[config.mk]
export PLATFORM = sky130hd
export DESIGN_NAME = q_max_scan
export DESIGN_NICKNAME = d
export VERILOG_FILES = /design/src/rtl/q_pkg.sv /design/src/rtl/q_cmp_sel.sv /design/src/rtl/q_max_scan.sv
export SDC_FILE = /design/constraint.sdc
export NUM_CORES = 1
export LEC_CHECK = 0
export CAP_MARGIN = 30
export CORE_ASPECT_RATIO = 0.6
export CORE_MARGIN = 4
export CORE_UTILIZATION = 42
export DETAILED_ROUTE_END_ITERATION = 8
export PLACE_DENSITY = 0.82
export SYNTH_ARGS = -nofsm -noshare
export SYNTH_HDL_FRONTEND = slang
export SYNTH_SLANG_ARGS = --single-unit
[constraint.sdc]
create_clock -name clk -period 1.99 [get_ports clk]
set_input_delay 0.199 -clock clk [delete_from_list [all_inputs] [get_ports clk]]
set_output_delay 0.199 -clock clk [all_outputs]
set_load 0.02 [all_outputs]
[src/rtl/q_pkg.sv]
// Shared definitions for the Q-table max-scan block: widths, the
// "no action" marker and the scan FSM state encoding.
package q_pkg;

    localparam int QW    = 16;
    localparam int N_ACT = 9;
    localparam int SW    = 15;
    localparam int AW    = 4;

    localparam logic [AW-1:0] ACT_NONE = 4'hF;

    typedef enum logic [1:0] {
        IDLE,
        SCAN,
        DRAIN,
        HOLD
    } scan_state_t;

endpackage

[src/rtl/q_cmp_sel.sv]
// Combinational signed compare-select for the running maximum.
// A candidate wins when it is the first legal value seen or strictly
// greater than the current maximum, so ties keep the earlier (lower) action.
module q_cmp_sel #(
    parameter int QW = 16
) (
    input  logic [QW-1:0] cand,
    input  logic [QW-1:0] cur,
    input  logic          first,
    output logic [QW-1:0] new_max,
    output logic          take
);

    // Full-width signed comparison, no saturation.
    always_comb begin
        take    = first || ($signed(cand) > $signed(cur));
        new_max = take ? cand : cur;
    end

endmodule

[src/rtl/q_max_scan.sv]
// Scans the Q-table row of one state and returns max_a Q(s',a) over the
// legal actions together with the argmax. Reads are issued one action per
// cycle; the returned data is compared one cycle later, and the result is
// held until the downstream updater accepts it.
module q_max_scan
    import q_pkg::*;
#(
    parameter int QW    = q_pkg::QW,
    parameter int N_ACT = q_pkg::N_ACT,
    parameter int SW    = q_pkg::SW
) (
    input  logic             clk,
    input  logic             rst,
    input  logic             start,
    input  logic [SW-1:0]    state_idx,
    input  logic [N_ACT-1:0] legal_mask,
    output logic             rd_en,
    output logic [SW-1:0]    rd_state,
    output logic [3:0]       rd_action,
    input  logic [QW-1:0]    rd_data,
    output logic             busy,
    output logic             out_valid,
    input  logic             out_ready,
    output logic [QW-1:0]    max_q,
    output logic [3:0]       best_action,
    output logic             no_legal
);

    localparam logic [3:0] LAST_ACT = 4'(N_ACT - 1);

    scan_state_t      state_q,      state_d;
    logic             busy_q,       busy_d;
    logic             out_valid_q,  out_valid_d;
    logic             rd_en_q,      rd_en_d;
    logic [SW-1:0]    rd_state_q,   rd_state_d;
    logic [3:0]       rd_action_q,  rd_action_d;
    logic [N_ACT-1:0] mask_q,       mask_d;
    logic             cmp_valid_q,  cmp_valid_d;
    logic [3:0]       cmp_act_q,    cmp_act_d;
    logic [QW-1:0]    max_q_q,      max_q_d;
    logic [3:0]       best_q,       best_d;
    logic             have_q,       have_d;
    logic             no_legal_q,   no_legal_d;

    logic [QW-1:0]    sel_max;
    logic             sel_take;

    q_cmp_sel #(
        .QW(QW)
    ) u_cmp_sel (
        .cand    (rd_data),
        .cur     (max_q_q),
        .first   (~have_q),
        .new_max (sel_max),
        .take    (sel_take)
    );

    // Next-state logic: read sequencing, compare stage and output handshake.
    always_comb begin
        logic [3:0]       next_act;
        logic [N_ACT-1:0] mask_shift;

        state_d     = state_q;
        busy_d      = busy_q;
        out_valid_d = out_valid_q;
        rd_en_d     = 1'b0;
        rd_state_d  = rd_state_q;
        rd_action_d = rd_action_q;
        mask_d      = mask_q;
        max_q_d     = max_q_q;
        best_d      = best_q;
        have_d      = have_q;
        no_legal_d  = no_legal_q;
        next_act    = rd_action_q + 4'd1;
        mask_shift  = mask_q >> next_act;

        // The read issued last cycle returns its data now.
        cmp_valid_d = rd_en_q;
        cmp_act_d   = rd_action_q;

        if (cmp_valid_q && sel_take) begin
            max_q_d = sel_max;
            best_d  = cmp_act_q;
            have_d  = 1'b1;
        end

        case (state_q)
            IDLE: begin
                if (start) begin
                    state_d     = SCAN;
                    busy_d      = 1'b1;
                    rd_state_d  = state_idx;
                    mask_d      = legal_mask;
                    rd_action_d = 4'd0;
                    rd_en_d     = legal_mask[0];
                    max_q_d     = '0;
                    best_d      = ACT_NONE;
                    have_d      = 1'b0;
                    no_legal_d  = (legal_mask == '0);
                end
            end
            SCAN: begin
                if (rd_action_q == LAST_ACT) begin
                    state_d     = DRAIN;
                    rd_action_d = 4'd0;
                end else begin
                    rd_action_d = next_act;
                    rd_en_d     = mask_shift[0];
                end
            end
            DRAIN: begin
                state_d     = HOLD;
                out_valid_d = 1'b1;
            end
            HOLD: begin
                if (out_ready) begin
                    state_d     = IDLE;
                    out_valid_d = 1'b0;
                    busy_d      = 1'b0;
                end
            end
            default: begin
                state_d = IDLE;
            end
        endcase
    end

    // State and output registers with synchronous reset.
    always_ff @(posedge clk) begin
        if (rst) begin
            state_q     <= IDLE;
            busy_q      <= 1'b0;
            out_valid_q <= 1'b0;
            rd_en_q     <= 1'b0;
            rd_state_q  <= '0;
            rd_action_q <= 4'd0;
            mask_q      <= '0;
            cmp_valid_q <= 1'b0;
            cmp_act_q   <= 4'd0;
            max_q_q     <= '0;
            best_q      <= ACT_NONE;
            have_q      <= 1'b0;
            no_legal_q  <= 1'b0;
        end else begin
            state_q     <= state_d;
            busy_q      <= busy_d;
            out_valid_q <= out_valid_d;
            rd_en_q     <= rd_en_d;
            rd_state_q  <= rd_state_d;
            rd_action_q <= rd_action_d;
            mask_q      <= mask_d;
            cmp_valid_q <= cmp_valid_d;
            cmp_act_q   <= cmp_act_d;
            max_q_q     <= max_q_d;
            best_q      <= best_d;
            have_q      <= have_d;
            no_legal_q  <= no_legal_d;
        end
    end

    assign rd_en       = rd_en_q;
    assign rd_state    = rd_state_q;
    assign rd_action   = rd_action_q;
    assign busy        = busy_q;
    assign out_valid   = out_valid_q;
    assign max_q       = max_q_q;
    assign best_action = best_q;
    assign no_legal    = no_legal_q;

endmodule

==> results.json <==
{
  "area_delta_synth_final_pct": 58.2,
  "clock_sinks": 60,
  "ys_types": 41,
  "fin_nets": 520,
  "powerDensity_mw_per_mm2": 1030,
  "clk_latency_ps": 330,
  "yosys_warnings": 0,
  "port_buffers": 86,
  "synth_top_family_by_area": "simple AND/OR/NAND/NOR gates",
  "clockBufferDepth": 2,
  "clockPowerShare_pct": 33.2,
  "drv_slew": 0,
  "route.detailed.drc": 0,
  "cp-start-kind": "flip-flop",
  "die_h_um": 72.1,
  "period_needed_ps": 2260,
  "r2r_slack_ps": -270,
  "worst-path-max-fanout": 3,
  "worst_ir_drop_vdd_mv": 0.569,
  "crit_arrival_ps": 2470,
  "grt_pass1_wl_um": 12700,
  "switchingPower_mw": 1.52,
  "fin_worst_skew_ps": 5.42,
  "die_x_um": 115,
  "worstHoldPathCells": 3,
  "period_share_pct": 113,
  "setup_viol_count_final": 20,
  "cts_made_buffers": 9,
  "outcome": "finished, violations left",
  "rsz0062_at_grt": "yes",
  "pre_cts_ws_ps": -625,
  "ys.flop_type": "dfxtp_1",
  "grt_usage_pct": 19.4,
  "dp_hpwl_um": 5780,
  "crit_path_end_kind": "flip-flop",
  "min_from": "rd_data[15]",
  "hold_path_class": "in -> reg",
  "max_freq_ghz": 0.443,
  "synthesis.nets": 404,
  "hold_viol_final": 0,
  "htreeDepth": 3,
  "die_area_mm2": 0.00827,
  "synth_adder_area_share_pct": 9.58,
  "synth_seq_cells": 60,
  "yosys.area_share.simple_pct": 21.3,
  "r2r_cells": 9,
  "coreArea_mm2": 0.00665,
  "path_clk_slew_ps": 50,
  "totalPowerFinal_mw": 4.69,
  "synth_area_mm2": 0.00287,
  "failed_checks": "setup timing",
  "max-slew-margin-rel_pct": 73.6,
  "grt_pass1_vias": 2648,
  "syn_avg_cell_area_um2": 8.50,
  "synthMuxAreaShare_pct": 7.06,
  "worstMarginPinSlew_ps": 392,
  "vias": 2654,
  "layout_setup_ws_ps": -267,
  "drt_iter0_drc": 118,
  "combPwrFrac_pct": 34.6,
  "grt-ovfl-total": 0,
  "clockRootBuffer": "clkbuf_16",
  "worstPathRequired_ps": 2200,
  "initial_core_util_pct": 43.2,
  "critical_path.reg2reg.endpoint": "best_action[3]$_SDFF_PP1_",
  "hold_end": "max_q[15]$_SDFF_PP0_",
  "cap_viol_max_count": 0,
  "synth-xor-area-share_pct": 0.610,
  "wl_per_cell_um": 14.2,
  "leakage_nw": 1.83,
  "synth_edf_count": 0,
  "antenna_found_initial": 0,
  "drt-pass1-iter-count": 4,
  "synth_compound_area_share_pct": 13.9,
  "postRouteAntennaNets": 0,
  "async_reset_ff_share_pct": 0,
  "ioPinCount": 87,
  "switching_share_pct": 32.4,
  "synth-seq-area-share_pct": 41.8,
  "diodes": 0,
  "cts_tree": "built",
  "gp_congestion": 0.841,
  "syn_inst": 338,
  "grt_max_degree": 33,
  "row_count": 23,
  "vias_per_cell": 4.86,
  "rr_startpoint": "max_q[4]$_SDFF_PP0_",
  "drive_gt1_share_pct": 20.3,
  "wirelength_um": 7760,
  "cts_hold_buffers": 0,
  "worstSetupPathType": "reg -> reg",
  "intPower_mw": 3.17,
  "seq_power_share_pct": 32.2
}
-- stage by stage --
| stage | setup TNS (ps) | instance area, um2 | util (%) | instances | hold WS (ps) |
|---|---|---|---|---|---|
| CTS | -5270 | 4540 | 68.3 | 546 | 318 |
| global placement | -10350 | 4120 | 61.9 | 525 | 439 |
| floorplan | -2580 | 2990 | - | 338 | 327 |
| finish | -4390 | 4550 | 68.4 | 546 | 326 |
| detailed placement | -11450 | 4120 | 61.9 | 525 | 443 |
| global route | -6770 | 4550 | 68.4 | 546 | 346 |
-- Yosys cell counts (2+ instances only) --
library cell  number  area (um2)
mux2i_1           18         180
nor2b_1            6        37.5
nand3_1            2        10.0
or3_1              2        12.5
a21oi_1           37         185
nand2_1           91         342
nand4_1            2        12.5
buf_6              2        22.5
clkbuf_1          12        45.0
nor3_1             2        10.0
inv_1             25        93.8
o21ai_0            6        30.0
o21bai_1           2        15.0
ha_1              22         275
a211o_1            4        35.0
and2_1             3        18.8
o31a_1             5        43.8
a211oi_1           2        15.0
nor2_1            13        48.8
dfxtp_1           60        1200
nand2b_1           2        12.5
-- metal layers --
layer | global-route usage, % | wire (um) | up-vias
li1 | - | - | 1366
met1 | 26.3 | 3760 | 1229
met2 | 30.1 | 3570 | 52
met3 | 6.00 | 360 | 7
met4 | 5.08 | 67 | 0
met5 | 0 | 0 | -
-- critical path, stage by stage, from the launching register on --
cell     delay (ps)
dfxtp_2         320
inv_1            60
ha_4            270
nand4_4         120
nor4_4          360
nand3_1         140
and4_4          210
buf_4           140
o31a_1          250
a211o_1         260
-- power by group through the flow --
stage               clock network, mW  logic, mW  registers [mW]
finish                           1.56       1.62            1.51
global route                     1.64       1.77            1.54
CTS                              1.58       1.64            1.51
detailed placement                  0       1.56            1.53
global placement                    0       1.52            1.52
floorplan                           0      0.783            1.67
-- repair_timing --
action / CTS / global route
setup endpoints to repair: 20 / 20
setup buffers: 4 / 1
gates resized for setup: 10 / 6
pin swaps: 9 / 12
gates cloned: 1 / 0
-- state kept, by name, summed over array words and instances (netlist names) --
signal	count
state_q	2
rd_action	4
rd_en	1
have_q	1
cmp_act_q	4
max_q	16
out_valid	1
rd_state	15
mask_q	9
cmp_valid_q	1
busy	1
best_action	4
no_legal	1
-- cell families after synthesis --
family | count (synthesis)
AO/OA/AOI/OAI | 64
XOR/XNOR | 2
buffers and inverters | 40
multiplexers | 19
flip-flops | 60
AND/OR/NAND/NOR | 131
adder cells (fa/ha/maj) | 22
-- how the worst max path moves through the flow --
| stage | start | end | cells past startpoint |
|---|---|---|---|
| 6_report | max_q[4]$_SDFF_PP0_ | best_action[3]$_SDFF_PP1_ | 9 |
| 5_1_grt | max_q[15]$_SDFF_PP0_ | max_q[10]$_SDFF_PP0_ | 10 |
| 4_1_cts | max_q[15]$_SDFF_PP0_ | max_q[1]$_SDFF_PP0_ | 10 |
| 3_5_place_dp | rd_data[9] | max_q[7]$_SDFF_PP0_ | 9 |
| 3_3_place_gp | rd_data[9] | max_q[3]$_SDFF_PP0_ | 9 |
| 2_1_floorplan | max_q[9]$_SDFF_PP0_ | max_q[12]$_SDFF_PP0_ | 9 |
-- cells in the final DEF (no fill, tap or decap), drive strengths merged, types with 5 or more instances in the layout --
cell	n
ha	22
o21ai	7
a21oi	38
clkbuf	11
clkdlybuf4s50	85
buf	34
nor2	13
inv	25
o31a	5
mux2i	18
nor2b	6
dfxtp	60
nand2	92
-- cell type report --
class	count	area [um2]
Timing Repair Buffer	120	1130
Inverter	25	93.8
Sequential cell	60	1240
Clock buffer	11	254
Clock inverter	5	48.8
Fill cell	496	2100
Tap cell	87	109
Multi-Input combinational cell	238	1670
No activity file was read; power rests on OpenSTA's default activity.
